**src/rtl/uart_rx_pkg.sv**
```systemverilog
// rtl/uart_rx_pkg.sv - shared UART receiver constants and FSM state encoding
package uart_rx_pkg;

    // Default bit timing: 25 MHz clock, 115200 baud.
    localparam int CLKS_PER_BIT_DEF = 217;
    localparam int HALF_BIT_DEF     = CLKS_PER_BIT_DEF / 2;

    // Data bits per frame (8N1).
    localparam int FRAME_BITS = 8;

    typedef enum logic [2:0] {
        ST_IDLE  = 3'd0,
        ST_START = 3'd1,
        ST_DATA  = 3'd2,
        ST_STOP  = 3'd3,
        ST_BREAK = 3'd4
    } state_t;

endpackage

```
**src/rtl/uart_rx_sync.sv**
```systemverilog
// rtl/uart_rx_sync.sv - rx input synchronizer with optional 3-tap majority vote
//
// Optional feature macro: UART_RX_MAJORITY_EN
//
// Ports:
//   clk      in   system clock
//   rst_n    in   asynchronous active-low reset
//   rx       in   raw serial line, asynchronous to clk
//   line     out  synchronized line level used for edge/idle decisions
//   bit_val  out  value to use when sampling a bit (voted when majority is enabled)
//   primed   out  synchronizer pipeline holds real line data (not reset values)
module uart_rx_sync (
    input  logic clk,
    input  logic rst_n,
    input  logic rx,
    output logic line,
    output logic bit_val,
    output logic primed
);

    logic s1;
    logic s2;

`ifdef UART_RX_MAJORITY_EN
    // Two extra history taps. line is the middle tap so that the vote at any
    // sample point covers the cycle before, at and after that point; the whole
    // receiver therefore runs one cycle later than without the vote.
    logic       h1;
    logic       h2;
    logic [2:0] fill;

    always_ff @(posedge clk or negedge rst_n) begin
        if (!rst_n) begin
            s1   <= 1'b1;
            s2   <= 1'b1;
            h1   <= 1'b1;
            h2   <= 1'b1;
            fill <= '0;
        end else begin
            s1   <= rx;
            s2   <= s1;
            h1   <= s2;
            h2   <= h1;
            fill <= {fill[1:0], 1'b1};
        end
    end

    assign line    = h1;
    assign bit_val = (s2 & h1) | (s2 & h2) | (h1 & h2);
    assign primed  = fill[2];
`else
    logic [1:0] fill;

    always_ff @(posedge clk or negedge rst_n) begin
        if (!rst_n) begin
            s1   <= 1'b1;
            s2   <= 1'b1;
            fill <= '0;
        end else begin
            s1   <= rx;
            s2   <= s1;
            fill <= {fill[0], 1'b1};
        end
    end

    assign line    = s2;
    assign bit_val = s2;
    assign primed  = fill[1];
`endif

endmodule

```
**src/rtl/uart_rx.sv**
```systemverilog
// rtl/uart_rx.sv - 8N1 serial receiver for the MIX console link
//
// Optional feature macro: UART_RX_MAJORITY_EN (2-of-3 vote per bit sample)
//
// Ports:
//   clk        in   system clock, rising edge
//   rst_n      in   asynchronous active-low reset
//   rx         in   serial line, idle high
//   out[7:0]   out  received byte, stable while valid=1
//   valid      out  byte available, held until ack
//   ack        in   one-cycle read strobe; clears valid, frame_err, overrun
//   frame_err  out  sticky: a frame ended with stop bit 0
//   overrun    out  sticky: a complete frame was dropped while valid=1
//   busy       out  receiver FSM not idle
module uart_rx
    import uart_rx_pkg::*;
#(
    parameter int CLKS_PER_BIT = CLKS_PER_BIT_DEF,
    parameter int HALF_BIT     = HALF_BIT_DEF
) (
    input  logic       clk,
    input  logic       rst_n,
    input  logic       rx,
    output logic [7:0] out,
    output logic       valid,
    input  logic       ack,
    output logic       frame_err,
    output logic       overrun,
    output logic       busy
);

    localparam logic [15:0] BAUD_LAST = 16'(CLKS_PER_BIT - 1);
    localparam logic [15:0] HALF_LAST = 16'(HALF_BIT - 1);
    localparam logic [3:0]  LAST_BIT  = 4'(FRAME_BITS - 1);

    logic line;
    logic bit_val;
    logic primed;

    state_t      state, state_n;
    logic [15:0] baud, baud_n;
    logic [3:0]  bitcnt, bitcnt_n;
    logic [7:0]  shift, shift_n;
    logic        armed;
    logic        deliver;
    logic        ferr_set;

    uart_rx_sync u_sync (
        .clk     (clk),
        .rst_n   (rst_n),
        .rx      (rx),
        .line    (line),
        .bit_val (bit_val),
        .primed  (primed)
    );

    // A start edge is only accepted once the line has been seen high after
    // reset, so a line that is already low when reset releases is ignored.
    always_ff @(posedge clk or negedge rst_n) begin
        if (!rst_n) begin
            armed <= 1'b0;
        end else if (primed && line) begin
            armed <= 1'b1;
        end
    end

    always_ff @(posedge clk or negedge rst_n) begin
        if (!rst_n) begin
            state  <= ST_IDLE;
            baud   <= '0;
            bitcnt <= '0;
            shift  <= '0;
        end else begin
            state  <= state_n;
            baud   <= baud_n;
            bitcnt <= bitcnt_n;
            shift  <= shift_n;
        end
    end

    always_comb begin
        state_n  = state;
        baud_n   = baud;
        bitcnt_n = bitcnt;
        shift_n  = shift;
        deliver  = 1'b0;
        ferr_set = 1'b0;
        unique case (state)
            ST_IDLE: begin
                baud_n = '0;
                if (armed && !line) begin
                    state_n = ST_START;
                end
            end
            ST_START: begin
                // Resetting baud at the start-bit centre keeps every later
                // wrap at the middle of a bit.
                if (baud == HALF_LAST) begin
                    baud_n   = '0;
                    bitcnt_n = '0;
                    state_n  = bit_val ? ST_IDLE : ST_DATA;
                end else begin
                    baud_n = baud + 16'd1;
                end
            end
            ST_DATA: begin
                if (baud == BAUD_LAST) begin
                    baud_n   = '0;
                    shift_n  = {bit_val, shift[7:1]};
                    bitcnt_n = bitcnt + 4'd1;
                    if (bitcnt == LAST_BIT) begin
                        state_n = ST_STOP;
                    end
                end else begin
                    baud_n = baud + 16'd1;
                end
            end
            ST_STOP: begin
                if (baud == BAUD_LAST) begin
                    baud_n = '0;
                    if (bit_val) begin
                        deliver = 1'b1;
                        state_n = ST_IDLE;
                    end else begin
                        ferr_set = 1'b1;
                        state_n  = ST_BREAK;
                    end
                end else begin
                    baud_n = baud + 16'd1;
                end
            end
            ST_BREAK: begin
                baud_n = '0;
                if (line) begin
                    state_n = ST_IDLE;
                end
            end
            default: begin
                state_n = ST_IDLE;
            end
        endcase
    end

    // Output holding register. A delivery coinciding with ack replaces the
    // byte; a delivery while an unread byte is held is dropped and flagged.
    always_ff @(posedge clk or negedge rst_n) begin
        if (!rst_n) begin
            out       <= '0;
            valid     <= 1'b0;
            frame_err <= 1'b0;
            overrun   <= 1'b0;
        end else begin
            if (deliver && (!valid || ack)) begin
                out <= shift;
            end

            if (deliver) begin
                valid <= 1'b1;
            end else if (ack) begin
                valid <= 1'b0;
            end

            if (deliver && valid && !ack) begin
                overrun <= 1'b1;
            end else if (ack) begin
                overrun <= 1'b0;
            end

            if (ferr_set) begin
                frame_err <= 1'b1;
            end else if (ack) begin
                frame_err <= 1'b0;
            end
        end
    end

    assign busy = (state != ST_IDLE);

endmodule
```
**config.mk**
```make
export PLATFORM = sky130hd
export DESIGN_NAME = uart_rx
export DESIGN_NICKNAME = d
export VERILOG_FILES = /design/src/rtl/uart_rx_pkg.sv /design/src/rtl/uart_rx_sync.sv /design/src/rtl/uart_rx.sv
export SDC_FILE = /design/constraint.sdc
export NUM_CORES = 1
export LEC_CHECK = 0
export CELL_PAD_IN_SITES_DETAIL_PLACEMENT = 1
export CELL_PAD_IN_SITES_GLOBAL_PLACEMENT = 1
export CORE_MARGIN = 8
export CORE_UTILIZATION = 47
export CTS_CLUSTER_SIZE = 10
export DETAILED_ROUTE_END_ITERATION = 10
export PLACE_DENSITY = 0.81
export SYNTH_ARGS = -nofsm -noshare
export SYNTH_HDL_FRONTEND = slang
export SYNTH_SLANG_ARGS = --single-unit
```
**constraint.sdc**
```tcl
create_clock -name clk -period 2.54 [get_ports clk]
set_input_delay 0.508 -clock clk [delete_from_list [all_inputs] [get_ports clk]]
set_output_delay 0.508 -clock clk [all_outputs]
set_load 0.02 [all_outputs]
```
Word level (Yosys, flattened, before mapping) --
Cells that the tools add are included. W data, S select, Z words.
Storage, ports and cells: register bits after elaboration 47, output and inout port bits 12, input port bits 4
Cells by class: multiplexer cells 25, equality and inequality tests 13, reduce and logical (&&, ||, !) cells 21, add/subtract/negate cells 2
Operators with widths (number):
- $pmux W16 S3 | 1
- $mux W16 | 2
- $mux W3 | 7
- $add A16 B1 Y16 const B | 1
- $eq A16 B7 Y1 const B | 1
- $eq A16 B8 Y1 const B | 1
- $pmux W3 S5 | 1
- $mux W1 | 10
- $ne A2 B2 Y1 const B | 5
- $mux W4 | 2
- $pmux W4 S2 | 1
- $reduce_bool A2 Y1 | 4
- $eq A3 B2 Y1 const B | 2
- $reduce_and A6 Y1 | 1
- $reduce_bool A3 Y1 | 2
- $logic_and A1 B1 Y1 | 5
- $add A4 B1 Y4 const B | 1
- $eq A4 B3 Y1 const B | 1
- $reduce_or A2 Y1 | 2
- $eq A3 B1 Y1 const B | 1
- $eq A3 B3 Y1 const B | 1
- $logic_not A1 Y1 | 3
- $logic_not A3 Y1 | 1
- $reduce_and A3 Y1 | 1
- other kinds (4) | 4

Depth between registers and ports, before layout --
word-level depth 6, mapped depth 8, mapped depth without buffers 6

Cells and area by module --
Synthesis repeated with hierarchy kept, for this count alone.
Second synthesis, totals: cell total of the unflattened synthesis 213, area total of the unflattened synthesis 2359.8 sq um
By module, submodules not included:
- uart_rx | times used 1, cells an instance 207, sequential area each 1076.0 sq um, area an instance 2245.9 sq um
- uart_rx_sync | times used 1, cells an instance 6, sequential area each 102.6 sq um, area an instance 113.9 sq um

Worst setup path after synthesis --
OpenSTA, ideal clock, no wires.
path kind register to register, start register baud[0], end register out[0], required time 2413 ps, setup slack 686 ps, buffers on the path 2, arrival 1726 ps, period minus slack after synthesis 1854 ps, stages on the path, launching flop included 9, path through dfrtp_1 > inv_1 > ha_1 > and4b_1 > and2_1 > buf_2 > and4_1 > buf_6 > mux2_1
On the way: cells in the longest elaborated chain, start to end 4
RTL lines:
- from (decl) | RTL line uart_rx.sv:41 | logic [15:0] baud, baud_n;
- from (signal assigned) | RTL line uart_rx.sv:75 | baud <= baud_n;
- $eq A16 B8 Y1 | RTL line uart_rx.sv:119 | if (baud == BAUD_LAST) begin
- $mux W1 | RTL line uart_rx.sv:119
- $mux W1 | RTL line uart_rx.sv:88 | unique case (state)
- $logic_and A1 B1 Y1 | RTL line uart_rx.sv:153 | if (deliver && (!valid || ack)) begin
- to (signal assigned) | RTL line uart_rx.sv:154 | out <= shift;
- to (decl) | RTL line uart_rx.sv:24 | output logic [7:0] out,
No other way between the ends. A chain may end at the register's enable or synchronous reset.

Worst setup path in the final report --
start register state[0], end output busy
On the way: cells in the longest elaborated chain, start to end 1
RTL lines:
- from (decl) | RTL line uart_rx.sv:40 | state_t state, state_n;
- from (signal assigned) | RTL line uart_rx.sv:74 | state <= state_n;
- $reduce_bool A3 Y1 | RTL line uart_rx.sv:177 | assign busy = (state != ST_IDLE);
- to (decl) | RTL line uart_rx.sv:29 | output logic busy
No other way between the ends.

==> metrics.txt <==
Worst Hold Class in2async; Hold-fix buffers, CTS 0; drt pass-1 iters 4; Starting DRT DRC Count 93; delay-heaviest family, CP buffers and inverters; WL per Instance 17.7 µm; asr flop ratio synth 100%; area grow syn2layout 12.5%; Setup Crit Path Kind reg2out; status completed; ranking of synthesized cells by area dfrtp_1 48%, mux2_1 7.2%, xnor2_1 2.6%, nor2_1 2.6%, dfstp_2 2.2%; pwr dens between 600 and 700 nW/µm²; DP Wirelength 3870 µm; Routed WL 5190 µm; reg2reg path depth 5; Mapped Nets 217; initial antenna violation count 0; CP max stage delay 0.56 ns; max-slew violation count 0; clock share of power between 20 and 30%; Highest Clock Rate 0.430 GHz; port bufs 15; gr usage total 15.3%; share of layout cells above drive strength 1 13.3%; core area around 4800 µm²; largest net degree at the start of global routing 22; RSZ-0062 raised after global routing false; worst-margin pin slew 0.539 ns; CP Capture Type output port; number of flops mapped to enable cells by yosys 0; Rel. slew slack 63.8%; post-CTS sizing 0; ANT nets after route 0; Ports 16; final setup vio count 0; Post-CTS Setup Bufs 0; Crit Path Max Fanout 14; post-synth top area share between 40% and 50%; mean post-synth cell area 11.2 µm²; Final Power approximately 1.8 mW; number of hold violations in the final report 0; Switching Power 0.572 mW; Sink Count 47; cell chain of the critical path or3_1 > clkdlybuf4s50_1; Crit-path slowest cell clkdlybuf4s50_1; TritonCTS clock tree yes; Ant. Diodes 0; drt drc 0; register area share after synthesis around 50%; Final period util between 90% and 100%; Worst EP required approximately 2.0 ns; switching share of power between 30% and 40%; vias per cell just under 6; reg2reg setup slack 0.43 ns; Initial Utilization about half; chip height a little under 90 µm; CTS root buffer clkbuf_8; die width 86.7 µm; Arrival @ worst endpoint ~1.8 ns; FF+latch count, synth 47; register share of total power 52.7%; global-route wire length before repair ~9100 µm; Combinational Power Share a little under a fifth; DR vias between 1500 and 2000; MaxCap Viol Count 0; internal power approximately 1.2 mW; Yosys warning count 0; Tmin final 2.32 ns; biggest area consumer among synthesized cells dfrtp_1; H-tree depth 2; Design Area, Final 2640 µm²; GPL Wtd Cong 0.812; Reg clk slew, reported paths 0.09 ns; clock skew 0.00771 ns; crit path launch type register; Total Nets Final 232; Longest Clk Path Bufs 2; clock buffer count from CTS 5; Lkg Pwr 1.14 nW; post-synth cell types 60; Syn Std Cell Area 2350 µm²; Synth Flop Type dfrtp_1; setup tns final 0 ns; die area 7520 µm²; Synth Instances 210; placed cell areas 2540 µm²; total grt overflow 0; number of global-route vias before repair 1835; CP bufs+invs 1; WP depth 2; # rows 25; clock latency on the worst-skew pair 0.30 ns; Peak VDD IR roughly 0.37 mV
-- kinds of logic after synthesis --
group	Yosys count	synth area share, %
AOI/OAI and AO/OA	36	11.3
buffers and inverters	22	4.90
DFF	47	50.2
muxes	20	9.37
and+or+nand+nor	74	19.9
other	1	0.160
xor gates and xnor gates	7	2.61
adders and majority gates	3	1.60
-- synth_stat cells, types with 3 or more instances --
cell type	count
nand2_1	6
nand4b_1	3
dfrtp_1	45
nand4_1	5
buf_4	3
inv_1	10
nor3_1	5
xnor2_1	7
nand3_1	7
buf_2	4
mux2i_1	4
ha_1	3
a21oi_1	7
or3_1	4
nor2_1	16
mux2_1	15
and3_1	3
o21ai_0	5
-- cell type report --
type / count / area (µm²)
Tap cell: 67 / 83.8
Clock inverter: 1 / 7.51
Fill cell: 522 / 2140
Clock buffer: 7 / 96.3
Sequential cell: 47 / 1180
Inverter: 10 / 37.5
Timing Repair Buffer: 20 / 183
Multi-Input combinational cell: 141 / 1060
-- cell usage in the layout (no fill, tap or decap), drive strengths merged, types with 2 or more instances in the layout --
cell / instances
nand4: 6
a41oi: 2
o22ai: 3
clkbuf: 7
o21ai: 5
nor2: 16
a2111oi: 4
dfstp: 2
clkdlybuf4s50: 14
o31ai: 2
nand2: 6
a21oi: 8
mux2i: 4
xnor2: 7
nand2b: 2
inv: 10
or3: 4
buf: 6
nor3: 5
and2: 2
nand4b: 3
a311oi: 2
or4: 4
dfrtp: 45
mux2: 16
ha: 3
and3: 3
nand3: 10
or2: 2
and4: 2
nor4: 3
-- routing by layer --
metal	vias to the layer above	wire length, µm	share of wire (%)	global-route usage, %
met3	10	173	3.3	3.21
met2	27	2610	50	24.7
met5	-	0	0	0
met4	0	115	2.2	8.45
li1	802	-	-	-
met1	881	2300	44	18.6
-- power groups by stage --
stage / sequential (mW) / combinational (mW) / clock (mW)
after global routing: 0.958 / 0.388 / 0.539
after detailed placement: 0.956 / 0.346 / 0
after floorplan: 0.878 / 0.326 / 0
after CTS: 0.941 / 0.351 / 0.515
after global placement: 0.940 / 0.321 / 0
final: 0.941 / 0.343 / 0.500
-- registers in the layout (all words and copies together) (netlist names) --
register,cells
baud,16
out,8
shift,8
bitcnt,4
state,3
u_sync.fill,2
armed,1
frame_err,1
overrun,1
u_sync.bit_val,1
u_sync.s1,1
valid,1
-- worst paths after layout --
check / startpoint / endpoint
min in group clk: u_sync.s1 / u_sync.bit_val
setup / recovery: state[0] / busy
setup reg to reg: baud[0] / bitcnt[3]
max in group asynchronous: rst_n / u_sync.s1
hold / removal: rst_n / bitcnt[1]
hold reg to reg: u_sync.s1 / u_sync.bit_val
-- per-stage QoR --
stage	hold WS (ns)	util [%]	worst slack, ns	std cells
CTS	0.0243	55.2	0.201	293
floorplan	0.212	-	0.686	210
finish	0.0310	55.2	0.217	293
detailed placement	0.346	53.0	0.415	285
global route	0.0377	55.2	0.130	293
global placement	0.335	53.0	0.458	285
Note: power is estimated with default switching activity, not from simulation.
